[src/rtl/lsu_pkg.sv]
// lsu_pkg: shared types and constants for the load/store unit.
//   funct3 encodings and access-size codes, FSM state enum, error enum,
//   default bus timeout, and decode helpers for illegal/misaligned accesses.
package lsu_pkg;

  localparam logic [2:0] F3_B  = 3'b000;
  localparam logic [2:0] F3_H  = 3'b001;
  localparam logic [2:0] F3_W  = 3'b010;
  localparam logic [2:0] F3_BU = 3'b100;
  localparam logic [2:0] F3_HU = 3'b101;

  localparam logic [1:0] SZ_B = 2'b00;
  localparam logic [1:0] SZ_H = 2'b01;
  localparam logic [1:0] SZ_W = 2'b10;

  localparam int unsigned LSU_TIMEOUT_DEF = 16;

  typedef enum logic [1:0] {
    S_IDLE,
    S_REQ,
    S_WAIT,
    S_DONE
  } lsu_state_e;

  typedef enum logic [1:0] {
    ERR_NONE     = 2'b00,
    ERR_MISALIGN = 2'b01,
    ERR_TIMEOUT  = 2'b10,
    ERR_ILLEGAL  = 2'b11
  } lsu_err_e;

  // Stores only have signed-size encodings; loads reject 011/110/111.
  function automatic logic funct3_illegal(input logic we, input logic [2:0] f3);
    return we ? !(f3 inside {F3_B, F3_H, F3_W}) : (f3 inside {3'b011, 3'b110, 3'b111});
  endfunction

  function automatic logic misaligned(input logic [2:0] f3, input logic [1:0] lo);
    return (f3[1:0] == SZ_H && lo[0]) || (f3[1:0] == SZ_W && lo != 2'b00);
  endfunction

endpackage

[src/rtl/lsu_data_align.sv]
// lsu_data_align: combinational lane formatting for the load/store unit.
//   i_funct3   access size/sign
//   i_addr_lo  byte offset within the word
//   i_st_data  store data (rs2)
//   i_rdata    bus read data
//   o_wdata    lane-replicated store data
//   o_be       byte enables (halfword uses addr[1] only, word ignores offset)
//   o_ld_data  lane-extracted, sign/zero-extended load data
module lsu_data_align
  import lsu_pkg::*;
(
  input  logic [2:0]  i_funct3,
  input  logic [1:0]  i_addr_lo,
  input  logic [31:0] i_st_data,
  input  logic [31:0] i_rdata,
  output logic [31:0] o_wdata,
  output logic [3:0]  o_be,
  output logic [31:0] o_ld_data
);
  logic [1:0]  w_size;
  logic [7:0]  w_byte;
  logic [15:0] w_half;

  assign w_size = i_funct3[1:0];
  assign w_byte = i_rdata[{i_addr_lo, 3'b000} +: 8];
  assign w_half = i_addr_lo[1] ? i_rdata[31:16] : i_rdata[15:0];

  assign o_wdata = (w_size == SZ_B) ? {4{i_st_data[7:0]}} :
                   (w_size == SZ_H) ? {2{i_st_data[15:0]}} : i_st_data;

  assign o_be = (w_size == SZ_B) ? (4'b0001 << i_addr_lo) :
                (w_size == SZ_H) ? (i_addr_lo[1] ? 4'b1100 : 4'b0011) :
                (w_size == SZ_W) ? 4'b1111 : 4'b0000;

  assign o_ld_data = (i_funct3 == F3_B)  ? {{24{w_byte[7]}}, w_byte} :
                     (i_funct3 == F3_H)  ? {{16{w_half[15]}}, w_half} :
                     (i_funct3 == F3_W)  ? i_rdata :
                     (i_funct3 == F3_BU) ? {24'd0, w_byte} :
                     (i_funct3 == F3_HU) ? {16'd0, w_half} : 32'd0;
endmodule

[src/rtl/lsu.sv]
// lsu: RV32I load/store unit performing one data-memory access per request.
//   i_clk, i_rst_n        clock, asynchronous active-low reset
//   i_lsu_req/we/funct3   access request from execute (sampled in IDLE)
//   i_addr, i_st_data     effective byte address, store data
//   o_busy, o_done        stall while not IDLE, one-cycle completion pulse
//   o_ld_data, o_err      extended load result and error code, valid with o_done
//   o_mem_*/i_mem_*       req/gnt/rvalid data-memory bus
// Parameter TIMEOUT_CYC bounds the wait for gnt and, separately, for rvalid.
// Macro LSU_MISALIGN_TRAP_EN: when defined, misaligned accesses finish with
// error 01 and no bus traffic; otherwise low address bits are force-aligned.
module lsu
  import lsu_pkg::*;
#(
  parameter int unsigned TIMEOUT_CYC = LSU_TIMEOUT_DEF
) (
  input  logic        i_clk,
  input  logic        i_rst_n,
  input  logic        i_lsu_req,
  input  logic        i_lsu_we,
  input  logic [2:0]  i_funct3,
  input  logic [31:0] i_addr,
  input  logic [31:0] i_st_data,
  output logic        o_busy,
  output logic        o_done,
  output logic [31:0] o_ld_data,
  output logic [1:0]  o_err,
  output logic        o_mem_req,
  output logic        o_mem_we,
  output logic [31:0] o_mem_addr,
  output logic [31:0] o_mem_wdata,
  output logic [3:0]  o_mem_be,
  input  logic        i_mem_gnt,
  input  logic        i_mem_rvalid,
  input  logic [31:0] i_mem_rdata
);
  localparam logic [7:0] TMO_LAST = 8'(TIMEOUT_CYC - 1);

  lsu_state_e  r_state, w_next;
  lsu_err_e    r_err, w_err;
  logic [2:0]  r_funct3;
  logic [1:0]  r_lo;
  logic [7:0]  r_timer;
  logic        r_busy, r_done, r_mem_req, r_mem_we;
  logic [31:0] r_ld_data, r_mem_addr, r_mem_wdata;
  logic [3:0]  r_mem_be;
  logic        w_idle, w_accept, w_bad_f3, w_misal, w_timeout, w_rsp;
  logic [2:0]  w_f3;
  logic [1:0]  w_lo;
  logic [31:0] w_wdata, w_ld_ext, w_ld_data;
  logic [3:0]  w_be;

  assign w_idle   = r_state == S_IDLE;
  assign w_accept = w_idle && i_lsu_req;
  assign w_rsp    = r_state == S_WAIT && i_mem_rvalid;

  // One formatter serves both directions: store formatting is only needed
  // while accepting in IDLE, load extraction only on the WAIT response.
  assign w_f3 = w_idle ? i_funct3 : r_funct3;
  assign w_lo = w_idle ? i_addr[1:0] : r_lo;

  lsu_data_align u_align (
    .i_funct3  (w_f3),
    .i_addr_lo (w_lo),
    .i_st_data (i_st_data),
    .i_rdata   (i_mem_rdata),
    .o_wdata   (w_wdata),
    .o_be      (w_be),
    .o_ld_data (w_ld_ext)
  );

  assign w_bad_f3 = funct3_illegal(i_lsu_we, i_funct3);
`ifdef LSU_MISALIGN_TRAP_EN
  assign w_misal = misaligned(i_funct3, i_addr[1:0]);
`else
  assign w_misal = 1'b0;
`endif
  assign w_timeout = r_timer == TMO_LAST;

  always_comb begin
    w_next = r_state;
    case (r_state)
      S_IDLE:  if (i_lsu_req) w_next = (w_bad_f3 || w_misal) ? S_DONE : S_REQ;
      S_REQ:   w_next = i_mem_gnt ? S_WAIT : (w_timeout ? S_DONE : S_REQ);
      S_WAIT:  w_next = (i_mem_rvalid || w_timeout) ? S_DONE : S_WAIT;
      default: w_next = S_IDLE;
    endcase
  end

  // Error code is only consumed on the transition into DONE; a grant that
  // coincides with the last timer cycle wins over the timeout.
  always_comb begin
    w_err     = w_idle ? (w_bad_f3 ? ERR_ILLEGAL : ERR_MISALIGN) : (w_rsp ? ERR_NONE : ERR_TIMEOUT);
    w_ld_data = (w_rsp && !r_mem_we) ? w_ld_ext : 32'd0;
  end

  always_ff @(posedge i_clk or negedge i_rst_n) begin
    if (!i_rst_n) begin
      r_state     <= S_IDLE;
      r_err       <= ERR_NONE;
      r_funct3    <= '0;
      r_lo        <= '0;
      r_timer     <= '0;
      r_busy      <= 1'b0;
      r_done      <= 1'b0;
      r_mem_req   <= 1'b0;
      r_mem_we    <= 1'b0;
      r_ld_data   <= '0;
      r_mem_addr  <= '0;
      r_mem_wdata <= '0;
      r_mem_be    <= '0;
    end else begin
      r_state   <= w_next;
      r_timer   <= (w_next == r_state && !w_idle) ? r_timer + 8'd1 : 8'd0;
      r_busy    <= w_next != S_IDLE;
      r_done    <= w_next == S_DONE;
      r_mem_req <= w_next == S_REQ;
      r_err     <= (w_next == S_DONE) ? w_err : ERR_NONE;
      r_ld_data <= (w_next == S_DONE) ? w_ld_data : 32'd0;
      if (w_accept) begin
        r_funct3    <= i_funct3;
        r_lo        <= i_addr[1:0];
        r_mem_we    <= i_lsu_we;
        r_mem_addr  <= {i_addr[31:2], 2'b00};
        r_mem_wdata <= w_wdata;
        r_mem_be    <= w_be;
      end
    end
  end

  assign o_busy      = r_busy;
  assign o_done      = r_done;
  assign o_ld_data   = r_ld_data;
  assign o_err       = r_err;
  assign o_mem_req   = r_mem_req;
  assign o_mem_we    = r_mem_we;
  assign o_mem_addr  = r_mem_addr;
  assign o_mem_wdata = r_mem_wdata;
  assign o_mem_be    = r_mem_be;
endmodule

[config.mk]
export PLATFORM = sky130hd
export DESIGN_NAME = lsu
export DESIGN_NICKNAME = d
export VERILOG_FILES = /design/src/rtl/lsu_pkg.sv /design/src/rtl/lsu_data_align.sv /design/src/rtl/lsu.sv
export SDC_FILE = /design/constraint.sdc
export NUM_CORES = 1
export LEC_CHECK = 0
export CAP_MARGIN = 20
export CORE_UTILIZATION = 45
export CTS_CLUSTER_SIZE = 40
export DETAILED_ROUTE_END_ITERATION = 8
export PLACE_DENSITY = 0.78
export SETUP_SLACK_MARGIN = 0.02
export SLEW_MARGIN = 10
export SYNTH_ARGS = -nofsm -noshare
export SYNTH_HDL_FRONTEND = slang
export SYNTH_SLANG_ARGS = --single-unit
[constraint.sdc]
create_clock -name i_clk -period 2.6 [get_ports i_clk]
set_input_delay 0.39 -clock i_clk [delete_from_list [all_inputs] [get_ports i_clk]]
set_output_delay 0.39 -clock i_clk [all_outputs]
set_load 0.05 [all_outputs]
==> results.py <==
metrics = {
    "outcome": {
        "outcome": "finished, violations left",
        "failed_checks": "hold timing",
    },
    "route": {
        "routed_wirelength_mm": 16.8,
        "first_iter_violations": 253,
        "number_of_vias_in_the_routed_layout": 4840,
        "top_signal_layer_used": "met4",
        "first_pass_iters": 5,
        "remaining_drc_errors": 0,
        "met2WireLength_mm": 8.33,
        "drt-met1-wl_mm": 6.47,
        "met3_layer_wire_length_in_the_routed_design_mm": 1.51,
        "ant_nets": 0,
        "route.detailed.vias_per_inst": 5.51,
        "detail_route.wl_per_cell_um": 19.1,
    },
    "yosys": {
        "post_synth_fa_ha_maj_area_fraction_pct": 0.223,
        "synth_async_sr_flop_share_pct": 100,
        "synth_simple_gate_area_share_pct": 9.94,
        "main_combinational_cell_family_by_area_after_synthesis": "multiplexers",
        "netlist_top_cells_count": "sky130_fd_sc_hd__dfrtp_1, sky130_fd_sc_hd__mux2_2, sky130_fd_sc_hd__nor2_1, sky130_fd_sc_hd__a21oi_1, sky130_fd_sc_hd__nand2_1",
        "synth_area_leader_cell": "sky130_fd_sc_hd__dfrtp_1",
        "yosys.cell_count.top_type": "sky130_fd_sc_hd__dfrtp_1",
        "post-synth-top-area-fraction_pct": 53.1,
        "synth-seq-cells": 119,
        "postSynthAreaPerCell_um2": 11.5,
        "compound_gate_fraction_of_synth_area_pct": 14.4,
        "postSynthCellCount": 489,
        "synth_top_flop_cell": "sky130_fd_sc_hd__dfrtp_1",
        "sequential_fraction_of_the_synthesis_area_pct": 53.1,
        "synth_edf_count": 0,
        "yosysWarningCount": 0,
        "post_synth_mux_area_share_pct": 17.9,
        "synth.distinct_cells": 53,
        "yosys-top-cells-area": "sky130_fd_sc_hd__dfrtp_1, sky130_fd_sc_hd__mux2_2, sky130_fd_sc_hd__mux2i_1, sky130_fd_sc_hd__a21oi_1, sky130_fd_sc_hd__nor3_1",
        "synth.cell_area_mm2": 0.00561,
        "yosys.area_share.xor_xnor_pct": 0.936,
    },
    "clock_network": {
        "tritoncts": "built",
        "ctsHoldBuffers": 0,
        "ctsLongestPathBuffers": 2,
        "clock_insertion_delay_worst_skew_ps": 420,
        "h_tree_levels": 4,
        "cts_inserted_buffers": 17,
        "cts_repair_resize_count": 0,
        "post-cts-setup-buffer-count": 0,
        "tritoncts_num_sinks": 119,
        "clkTransAtPathRegs_ps": 50,
        "clk_root_buffer_cell": "sky130_fd_sc_hd__clkbuf_16",
    },
    "die": {
        "pin_count": 211,
        "die_width_um": 114,
        "start_util_pct": 46.5,
        "fp-row-count": 40,
        "die_area_mm2": 0.0129,
        "die_height_um": 114,
        "placeableCoreArea_mm2": 0.0121,
    },
    "global_routing": {
        "first_global_vias": 4963,
        "antenna_violations_before_repair": 0,
        "global_route.overflow_total": 0,
        "largest_net_degree_at_the_start_of_global_routing": 52,
        "total_routing_usage_reported_by_global_routing_pct": 27.2,
        "grt_first_pass_wirelength_mm": 26.1,
    },
    "timing": {
        "worst_clock_skew_ps": 7.33,
        "fin_tns_setup_ps": 0,
        "drv_slew": 0,
        "timing.slew.headroom_pct": 53.9,
        "timing.fmax_mhz": 429,
        "final_min_period_over_clock_period_pct": 89.7,
        "finalSetupViolCount": 0,
        "setup_repair_after_global_routing_missed_its_margin": "false",
        "hold_violations": 1,
        "hold_ws_ps": -0.532,
        "worstMarginPinSlew_ps": 689,
        "min_period_ps": 2330,
    },
    "finish": {
        "multiInputGateArea_mm2": 0.00246,
        "drive_above_1_share_pct": 15.5,
        "finish.utilization_pct": 70.5,
        "flow.area_growth_from_synthesis_pct": 51.6,
        "final_net_count": 803,
        "final_design_area_no_fill_mm2": 0.00851,
        "footprint_of_the_flip_flops_and_latches_mm2": 0.00298,
        "fillCellCount": 873,
        "insertedDiodeCount": 0,
    },
    "critical_path": {
        "worst_ep_required_time_ps": 2900,
        "worst-path-max-fanout": 9,
        "worst-endpoint-arrival_ps": 2630,
        "end_kind": "register",
        "critPathKind": "register to register",
        "critPathLaunchType": "register",
    },
    "flow_run": {
        "reported_max_cap_violation_count": 0,
    },
    "worst_hold_path": {
        "hold_class": "input pin to async pin",
    },
    "placed_design": {
        "place.port_buffers": 208,
        "dpl.hpwl_mm": 12.2,
        "globalplace.congestion": 0.921,
        "placedInstanceArea_mm2": 0.00789,
    },
    "pwr": {
        "total_power_w": 0.0126,
        "worst_voltage_drop_across_the_vdd_grid_mv": 1.02,
        "leakagePower_nw": 3.68,
        "cellPowerDensity_mw_per_mm2": 1480,
    },
}
==> cells in the final DEF (no fill, tap or decap), types with 17 or more instances in the layout <==
cell	synthesis	layout
sky130_fd_sc_hd__o21ai_0	28	28
sky130_fd_sc_hd__nand2_1	31	30
sky130_fd_sc_hd__mux2_2	46	46
sky130_fd_sc_hd__a21oi_1	31	31
sky130_fd_sc_hd__nor3_1	28	28
sky130_fd_sc_hd__mux2i_1	26	25
sky130_fd_sc_hd__clkbuf_16	0	17
sky130_fd_sc_hd__nor2_1	34	34
sky130_fd_sc_hd__dfrtp_1	119	119
sky130_fd_sc_hd__clkdlybuf4s50_1	0	207
==> final cells by class <==
class | count | area share, %
flip-flops and latches | 119 | 35.0
inverters | 5 | 0.221
multi-input cells | 332 | 28.9
repair buffers | 222 | 26.1
well taps | 168 | 2.47
clock buffers | 20 | 5.25
clock inverters | 12 | 2.07
==> through the flow <==
step	worst slack (ps)	instances
2_1_floorplan	590	490
3_3_place_gp	145	846
3_5_place_dp	44.2	846
4_1_cts	253	878
5_1_grt	96.3	878
6_report	268	878
==> where the power goes <==
group,switching [W],leakage [nW],internal [W]
combinational,0.00449,1.88,0.00269
sequential,0.000394,1.51,0.00256
clock,0.000839,0.288,0.00162
==> registers in the layout, indices dropped and copies added, names as in the netlist <==
register / cells
o_busy: 1
o_done: 1
o_err: 2
o_ld_data: 32
o_mem_addr: 30
o_mem_be: 4
o_mem_req: 1
o_mem_wdata: 32
o_mem_we: 1
r_funct3: 3
r_lo: 2
r_state: 2
r_timer: 8
==> layer usage <==
| layer | track usage (%) | up-vias |
|---|---|---|
| met3 | 9.62 | 43 |
| met1 | 32.0 | 2344 |
| met4 | 13.7 | 0 |
| li1 | - | 2192 |
| met5 | 0 | - |
| met2 | 44.2 | 261 |
==> critical path: stages, from the launching register on <==
cell and delay (ps):
sky130_fd_sc_hd__dfrtp_1 340, sky130_fd_sc_hd__or2_1 460, sky130_fd_sc_hd__mux2i_4 560, sky130_fd_sc_hd__mux4_1 650
sky130_fd_sc_hd__nor2_1 120, sky130_fd_sc_hd__o21ai_1 90
==> cell families (layout without fill, tap and decap cells) <==
logic type | count (synthesis) | in the layout
compound gates | 123 | 123
xor+xnor | 6 | 6
fa+ha+maj | 1 | 1
buf+inv | 39 | 259
flops | 119 | 119
mux | 82 | 82
other cells | 1 | 2
simple gates | 118 | 118
==> path summary, 6_finish.rpt <==
| path | startpoint | end | slack (ps) | cells past startpoint |
|---|---|---|---|---|
| setup / recovery | r_state[1]$_DFF_PN0_ | o_ld_data[2]$_DFF_PN0_ | 270 | 5 |
| hold reg to reg | r_timer[0]$_DFF_PN0_ | r_timer[0]$_DFF_PN0_ | 460 | 1 |
| setup reg to reg | r_state[1]$_DFF_PN0_ | o_ld_data[2]$_DFF_PN0_ | 270 | 5 |
| min in group i_clk | r_timer[0]$_DFF_PN0_ | r_timer[0]$_DFF_PN0_ | 460 | 1 |
| hold / removal | i_rst_n | r_state[0]$_DFF_PN0_ | -0.5 | 1 |
| max in group asynchronous | i_rst_n | o_mem_addr[18]$_DFFE_PN0P_ | 1820 | 2 |
Note: power is estimated with default switching activity, not from simulation.
